$ cat src/rtl/pc_unit_pkg.sv
// Shared types and default parameters for the program-counter unit.
package pc_unit_pkg;

    typedef enum logic [1:0] {
        BOOT = 2'd0,
        RUN  = 2'd1,
        HALT = 2'd2
    } pc_state_t;

    localparam int          DEFAULT_WIDTH        = 32;
    localparam logic [31:0] DEFAULT_RESET_VECTOR = 32'h0000_0000;
    localparam int          DEFAULT_INC          = 4;
    localparam int          DEFAULT_ALIGN_BITS   = 2;

endpackage

$ cat src/rtl/pc_wrap_adder.sv
// Wrapping incrementer: produces pc+INC (next sequential fetch) and
// pc+2*INC (the value software sees when it reads PC). Both wrap modulo 2^WIDTH.
module pc_wrap_adder
    import pc_unit_pkg::*;
#(
    parameter int WIDTH = DEFAULT_WIDTH,
    parameter int INC   = DEFAULT_INC
) (
    input  logic [WIDTH-1:0] pc,
    output logic [WIDTH-1:0] pc_inc,
    output logic [WIDTH-1:0] pc_inc2
);

    localparam logic [WIDTH-1:0] STEP  = WIDTH'(INC);
    localparam logic [WIDTH-1:0] STEP2 = WIDTH'(2 * INC);

    assign pc_inc  = pc + STEP;
    assign pc_inc2 = pc + STEP2;

endmodule

$ cat src/rtl/pc_unit.sv
// Program-counter unit: drives the fetch address with a valid/ready handshake,
// takes branch redirects (flushing any unaccepted fetch) and supports halt/resume.
// Optional macro PC_UNIT_ALIGN_CHECK_EN adds a sticky align_fault output that
// rejects misaligned branch targets and parks the unit in HALT until reset.
module pc_unit
    import pc_unit_pkg::*;
#(
    parameter int               WIDTH        = DEFAULT_WIDTH,
    parameter logic [WIDTH-1:0] RESET_VECTOR = WIDTH'(DEFAULT_RESET_VECTOR),
    parameter int               INC          = DEFAULT_INC,
    parameter int               ALIGN_BITS   = DEFAULT_ALIGN_BITS
) (
    input  logic             clk,
    input  logic             rst_n,
    input  logic             pc_ready,
    input  logic             branch_valid,
    input  logic [WIDTH-1:0] branch_target,
    input  logic             halt_req,
    input  logic             resume,
    output logic [WIDTH-1:0] pc,
    output logic             pc_valid,
    output logic [WIDTH-1:0] pc_plus,
    output logic             halted,
    output logic [WIDTH-1:0] fetch_count
`ifdef PC_UNIT_ALIGN_CHECK_EN
    ,
    output logic             align_fault
`endif
);

    pc_state_t        state;
    pc_state_t        state_next;
    logic [WIDTH-1:0] pc_next;
    logic [WIDTH-1:0] pc_inc;
    logic [WIDTH-1:0] count_next;
    logic             accept;
    logic             target_ok;
    logic             resume_ok;

    pc_wrap_adder #(
        .WIDTH (WIDTH),
        .INC   (INC)
    ) u_adder (
        .pc      (pc),
        .pc_inc  (pc_inc),
        .pc_inc2 (pc_plus)
    );

    assign accept = pc_valid && pc_ready;
    assign halted = (state == HALT);

`ifdef PC_UNIT_ALIGN_CHECK_EN
    localparam logic [WIDTH-1:0] ALIGN_MASK = WIDTH'((64'd1 << ALIGN_BITS) - 64'd1);

    logic fault_set;

    assign target_ok = ((branch_target & ALIGN_MASK) == '0);
    assign resume_ok = resume && !align_fault;
`else
    assign target_ok = 1'b1;
    assign resume_ok = resume;
`endif

    // Next-state, next-pc and fetch counting; a branch outranks halt and sequential advance.
    always_comb begin
        state_next = state;
        pc_next    = pc;
        count_next = fetch_count;
`ifdef PC_UNIT_ALIGN_CHECK_EN
        fault_set  = 1'b0;
`endif
        unique case (state)
            BOOT: begin
                state_next = RUN;
            end
            RUN: begin
                if (accept) begin
                    count_next = fetch_count + WIDTH'(1);
                end
                if (branch_valid) begin
                    if (target_ok) begin
                        pc_next = branch_target;
                    end else begin
                        state_next = HALT;
`ifdef PC_UNIT_ALIGN_CHECK_EN
                        fault_set  = 1'b1;
`endif
                    end
                end else if (accept) begin
                    pc_next = pc_inc;
                    if (halt_req) begin
                        state_next = HALT;
                    end
                end
            end
            HALT: begin
                if (branch_valid) begin
                    if (target_ok) begin
                        pc_next = branch_target;
                        if (resume_ok) begin
                            state_next = RUN;
                        end
                    end else begin
`ifdef PC_UNIT_ALIGN_CHECK_EN
                        fault_set = 1'b1;
`endif
                    end
                end else if (resume_ok) begin
                    state_next = RUN;
                end
            end
            default: begin
                state_next = BOOT;
            end
        endcase
    end

    // State, pc, registered pc_valid and fetch counter; reset discards any pending redirect or halt.
    always_ff @(posedge clk or negedge rst_n) begin
        if (!rst_n) begin
            state       <= BOOT;
            pc          <= RESET_VECTOR;
            pc_valid    <= 1'b0;
            fetch_count <= '0;
        end else begin
            state       <= state_next;
            pc          <= pc_next;
            pc_valid    <= (state_next == RUN);
            fetch_count <= count_next;
        end
    end

`ifdef PC_UNIT_ALIGN_CHECK_EN
    // Sticky alignment fault, cleared only by reset.
    always_ff @(posedge clk or negedge rst_n) begin
        if (!rst_n) begin
            align_fault <= 1'b0;
        end else if (fault_set) begin
            align_fault <= 1'b1;
        end
    end
`endif

endmodule

$ cat config.mk
export PLATFORM = sky130hd
export DESIGN_NAME = pc_unit
export DESIGN_NICKNAME = d
export VERILOG_FILES = /design/src/rtl/pc_unit_pkg.sv /design/src/rtl/pc_wrap_adder.sv /design/src/rtl/pc_unit.sv
export SDC_FILE = /design/constraint.sdc
export NUM_CORES = 1
export LEC_CHECK = 0
export CELL_PAD_IN_SITES_DETAIL_PLACEMENT = 0
export CELL_PAD_IN_SITES_GLOBAL_PLACEMENT = 1
export CORE_ASPECT_RATIO = 0.6
export CORE_MARGIN = 2
export CORE_UTILIZATION = 37
export CTS_CLUSTER_DIAMETER = 120
export DETAILED_ROUTE_END_ITERATION = 10
export PLACE_DENSITY = 0.88
export SLEW_MARGIN = 40
export SYNTH_ARGS = -nofsm -noshare
export SYNTH_HDL_FRONTEND = slang
export SYNTH_SLANG_ARGS = --single-unit
$ cat constraint.sdc
create_clock -name clk -period 3.18 [get_ports clk]
set_input_delay 0.477 -clock clk [delete_from_list [all_inputs] [get_ports clk]]
set_output_delay 0.477 -clock clk [all_outputs]
set_load 0.005 [all_outputs]
==> flow_metrics.env <==
export IMPL_drtIter0Drc=342
export IMPL_post_cts_setup_buffer_count=0
export IMPL_antenna_found_initial=0
export IMPL_wl_met3_mm=1.43
export IMPL_syn_to_final_growth_pct=42.7
export IMPL_synth_top_area_share_pct=39.6
export IMPL_synth_top_family_by_area="simple AND/OR/NAND/NOR gates"
export IMPL_crit_family="simple AND/OR/NAND/NOR gates"
export IMPL_via_per_inst=5.74
export IMPL_drv_slew=0
export IMPL_peakVddDrop_v=0.000395
export IMPL_status="complete, no violations"
export IMPL_worst_path_max_delay_cell="clkdlybuf4s50_1"
export IMPL_grt_pass1_vias=4121
export IMPL_finalWorstSetupSlack_ns=0.140
export IMPL_synthMuxAreaShare_pct=0.767
export IMPL_diodes=0
export IMPL_grt_pass1_wl_mm=22.6
export IMPL_initial_core_util_pct=37.8
export IMPL_crit_type="flop to output port"
export IMPL_netlist_instances=456
export IMPL_fin_worst_skew_ns=0.00670
export IMPL_cts_htree_levels=3
export IMPL_synthAdderAreaFrac_pct=2.07
export IMPL_die_width_um=142
export IMPL_top_layer="met4"
export IMPL_holdCritPathClass="primary input to asynchronous set/reset pin"
export IMPL_power_mw=5.41
export IMPL_fill_cells=1000
export IMPL_setup_tns_ns=0
export IMPL_synthSimpleGateAreaFrac_pct=26.1
export IMPL_synth_main_ff_cell="dfrtp_1"
export IMPL_final_common_cell="clkdlybuf4s50_1"
export IMPL_drive_gt1_share_pct=10.6
export IMPL_cp_required_ns=2.70
export IMPL_vias=4282
export IMPL_max_clock_path_buffers=2
export IMPL_synth_nets=501
export IMPL_synth_compound_area_share_pct=14.2
export IMPL_rsz0062_at_grt="no"
export IMPL_fin_nets=643
export IMPL_wirelength_mm=14.4
export IMPL_fin_crit_ns=3.04
export IMPL_leakagePower_nw=2.40
export IMPL_crit_buf_inv=1
export IMPL_track_usage_pct=23.8
export IMPL_worstSkewPairLatency_ns=0.34
export IMPL_seq_area_frac_synth_pct=39.6
export IMPL_wl_met2_mm=5.87
export IMPL_critPathMaxFanout=7
export IMPL_worst_slew_pin_slew_ns=0.707
export IMPL_start_kind="flop"
export IMPL_dp_hpwl_mm=10.8
export IMPL_synth_xor_area_share_pct=12.0
export IMPL_io_buffer_count=135
export IMPL_cts_sinks=67
export IMPL_synth_edf_count=0
export IMPL_cts_tree="done"
export IMPL_cts_root_buf="clkbuf_16"
export IMPL_die_h_um=86.9
export IMPL_rows=30
export IMPL_gp_congestion=0.957
export IMPL_synthArstFlopShare_pct=100
export IMPL_clk_pin_slew_worst_paths_ns=0.06
export IMPL_wl_per_cell_um=19.3
export IMPL_ys_seq_elements=67
export IMPL_ios=136
export IMPL_max_stage_delay_ns=0.53
export IMPL_grt_start_max_net_pins=28
export IMPL_crit_chain="ha_1 -> nand3_1 -> or3_4 -> nor2_2 -> nand2_1 -> xnor2_1 -> clkdlybuf4s50_1"
export IMPL_cp_data_arrival_time_ns=2.56
export IMPL_synth_cell_types=62
export IMPL_coreArea_um2=11200
export IMPL_cts_buffers=9
export IMPL_final_cell_mix="clkdlybuf4s50_1, dfrtp_1, nand2_1, xnor2_1, nor2_1"
export IMPL_avgSynthCellArea_um2=9.30
export IMPL_die_area_um2=12400
export IMPL_synth_area_um2=4240
export IMPL_wl_met1_mm=6.97
export IMPL_first_pass_iters=5
export IMPL_drc=0
export IMPL_yosysWarningCount=0
export IMPL_maxCapViolCount=0
export IMPL_endpoint_kind="output port"
export IMPL_setup_viol=0
export IMPL_antenna_left=0
export IMPL_synth_area_top_cells="dfrtp_1, xnor2_1, nand2_1, xor2_1, nand4_1"
export IMPL_cellPowerDensity_nw_per_um2=894
export IMPL_min_period_over_period_pct=95.6
export IMPL_hold_violations=0
export IMPL_yosysTopAreaCell="dfrtp_1"
export IMPL_final_util_pct=53.9
export IMPL_dp_slack_ns=0.314
export IMPL_fmax_ghz=0.329
export IMPL_grt_remaining_overflow=0
export IMPL_relSlewSlack_pct=52.8
-- cell usage after synthesis (4+ instances only) --
library cell and number:
inv_1 11, buf_2 5, clkbuf_8 4, nor3_1 10, buf_4 4, a311oi_1 8
nor2_1 37, and2_1 5, nand2_1 50, nand3_1 25, a2bb2oi_1 4, a21oi_1 21
nand4_1 23, and3_1 4, o22ai_1 7, xnor2_1 41, dfrtp_1 67, ha_1 7
and4_1 13, o32ai_1 5, or3_1 4, or2_2 4, xor2_1 17, o21ai_0 11
a211oi_1 8, clkbuf_1 9
-- worst register-to-register path, stage by stage, from the launching register on --
cell and delay (ns):
dfrtp_1 0.65, ha_1 0.36, and4_2 0.31, nand2_1 0.25
nor3_1 0.37, a32o_1 0.22, a22oi_1 0.08
-- through the flow --
step | hold slack [ns] | instance area [µm²] | cells
detailed placement | 0.470 | 5750 | 731
global route | 0.233 | 6050 | 746
CTS | 0.207 | 6050 | 746
global placement | 0.460 | 5750 | 731
finish | 0.184 | 6050 | 746
floorplan | 0.181 | 4240 | 456
-- registers in the layout, summed over array words and instances, names as in the netlist --
| register | flops |
|---|---|
| fetch_count | 32 |
| pc | 32 |
| pc_valid | 1 |
| state | 2 |
-- cells by family after synthesis --
group | Yosys count
simple gates | 197
compound gates | 86
flops | 67
xor+xnor | 58
buf+inv | 38
fa+ha+maj | 7
mux | 3
-- path summary, 6_finish.rpt --
kind / slack, ns / to / depth (start not counted) / start
min reg2reg: 0.47 / fetch_count[31]$_DFFE_PN0P_ / 1 / fetch_count[31]$_DFFE_PN0P_
max: 0.14 / pc_plus[25] / 7 / pc[3]$_DFFE_PN0P_
min in group clk: 0.47 / fetch_count[31]$_DFFE_PN0P_ / 1 / fetch_count[31]$_DFFE_PN0P_
min: 0.18 / fetch_count[28]$_DFFE_PN0P_ / 1 / rst_n
max in group asynchronous: 2.20 / fetch_count[21]$_DFFE_PN0P_ / 2 / rst_n
max reg2reg: 0.79 / pc[24]$_DFFE_PN0P_ / 6 / pc[2]$_DFFE_PN0P_
-- layer usage --
| layer | vias up | track usage (%) |
|---|---|---|
| met5 | - | 0 |
| met4 | 0 | 6.00 |
| met3 | 18 | 7.04 |
| met2 | 238 | 32.4 |
| met1 | 2072 | 36.2 |
| li1 | 1954 | - |
-- repair_timing --
item                                    4_1_cts  5_1_grt
resized for setup                             3        2
hold buffers                                  0        0
endpoints found under the setup margin        3        2
pin swaps                                     0        1
-- final cells by class --
cell class	instances	area, µm²	share of cell area [%]
inverter	11	41.3	0.682
multi-input combinational	351	2350	38.8
clock buffer	10	229	3.78
timing repair buffer	158	1520	25.1
tap	144	180	2.98
sequential	67	1680	27.7
clock inverter	5	55.1	0.910
-- where the power goes --
part | leakage [nW] | switching (mW) | internal (mW)
clock network | 0.134 | 0.368 | 0.599
logic | 1.43 | 1.35 | 1.53
registers | 0.836 | 0.446 | 1.11
total | 2.40 | 2.17 | 3.24
(Power assumes the default switching activity.)
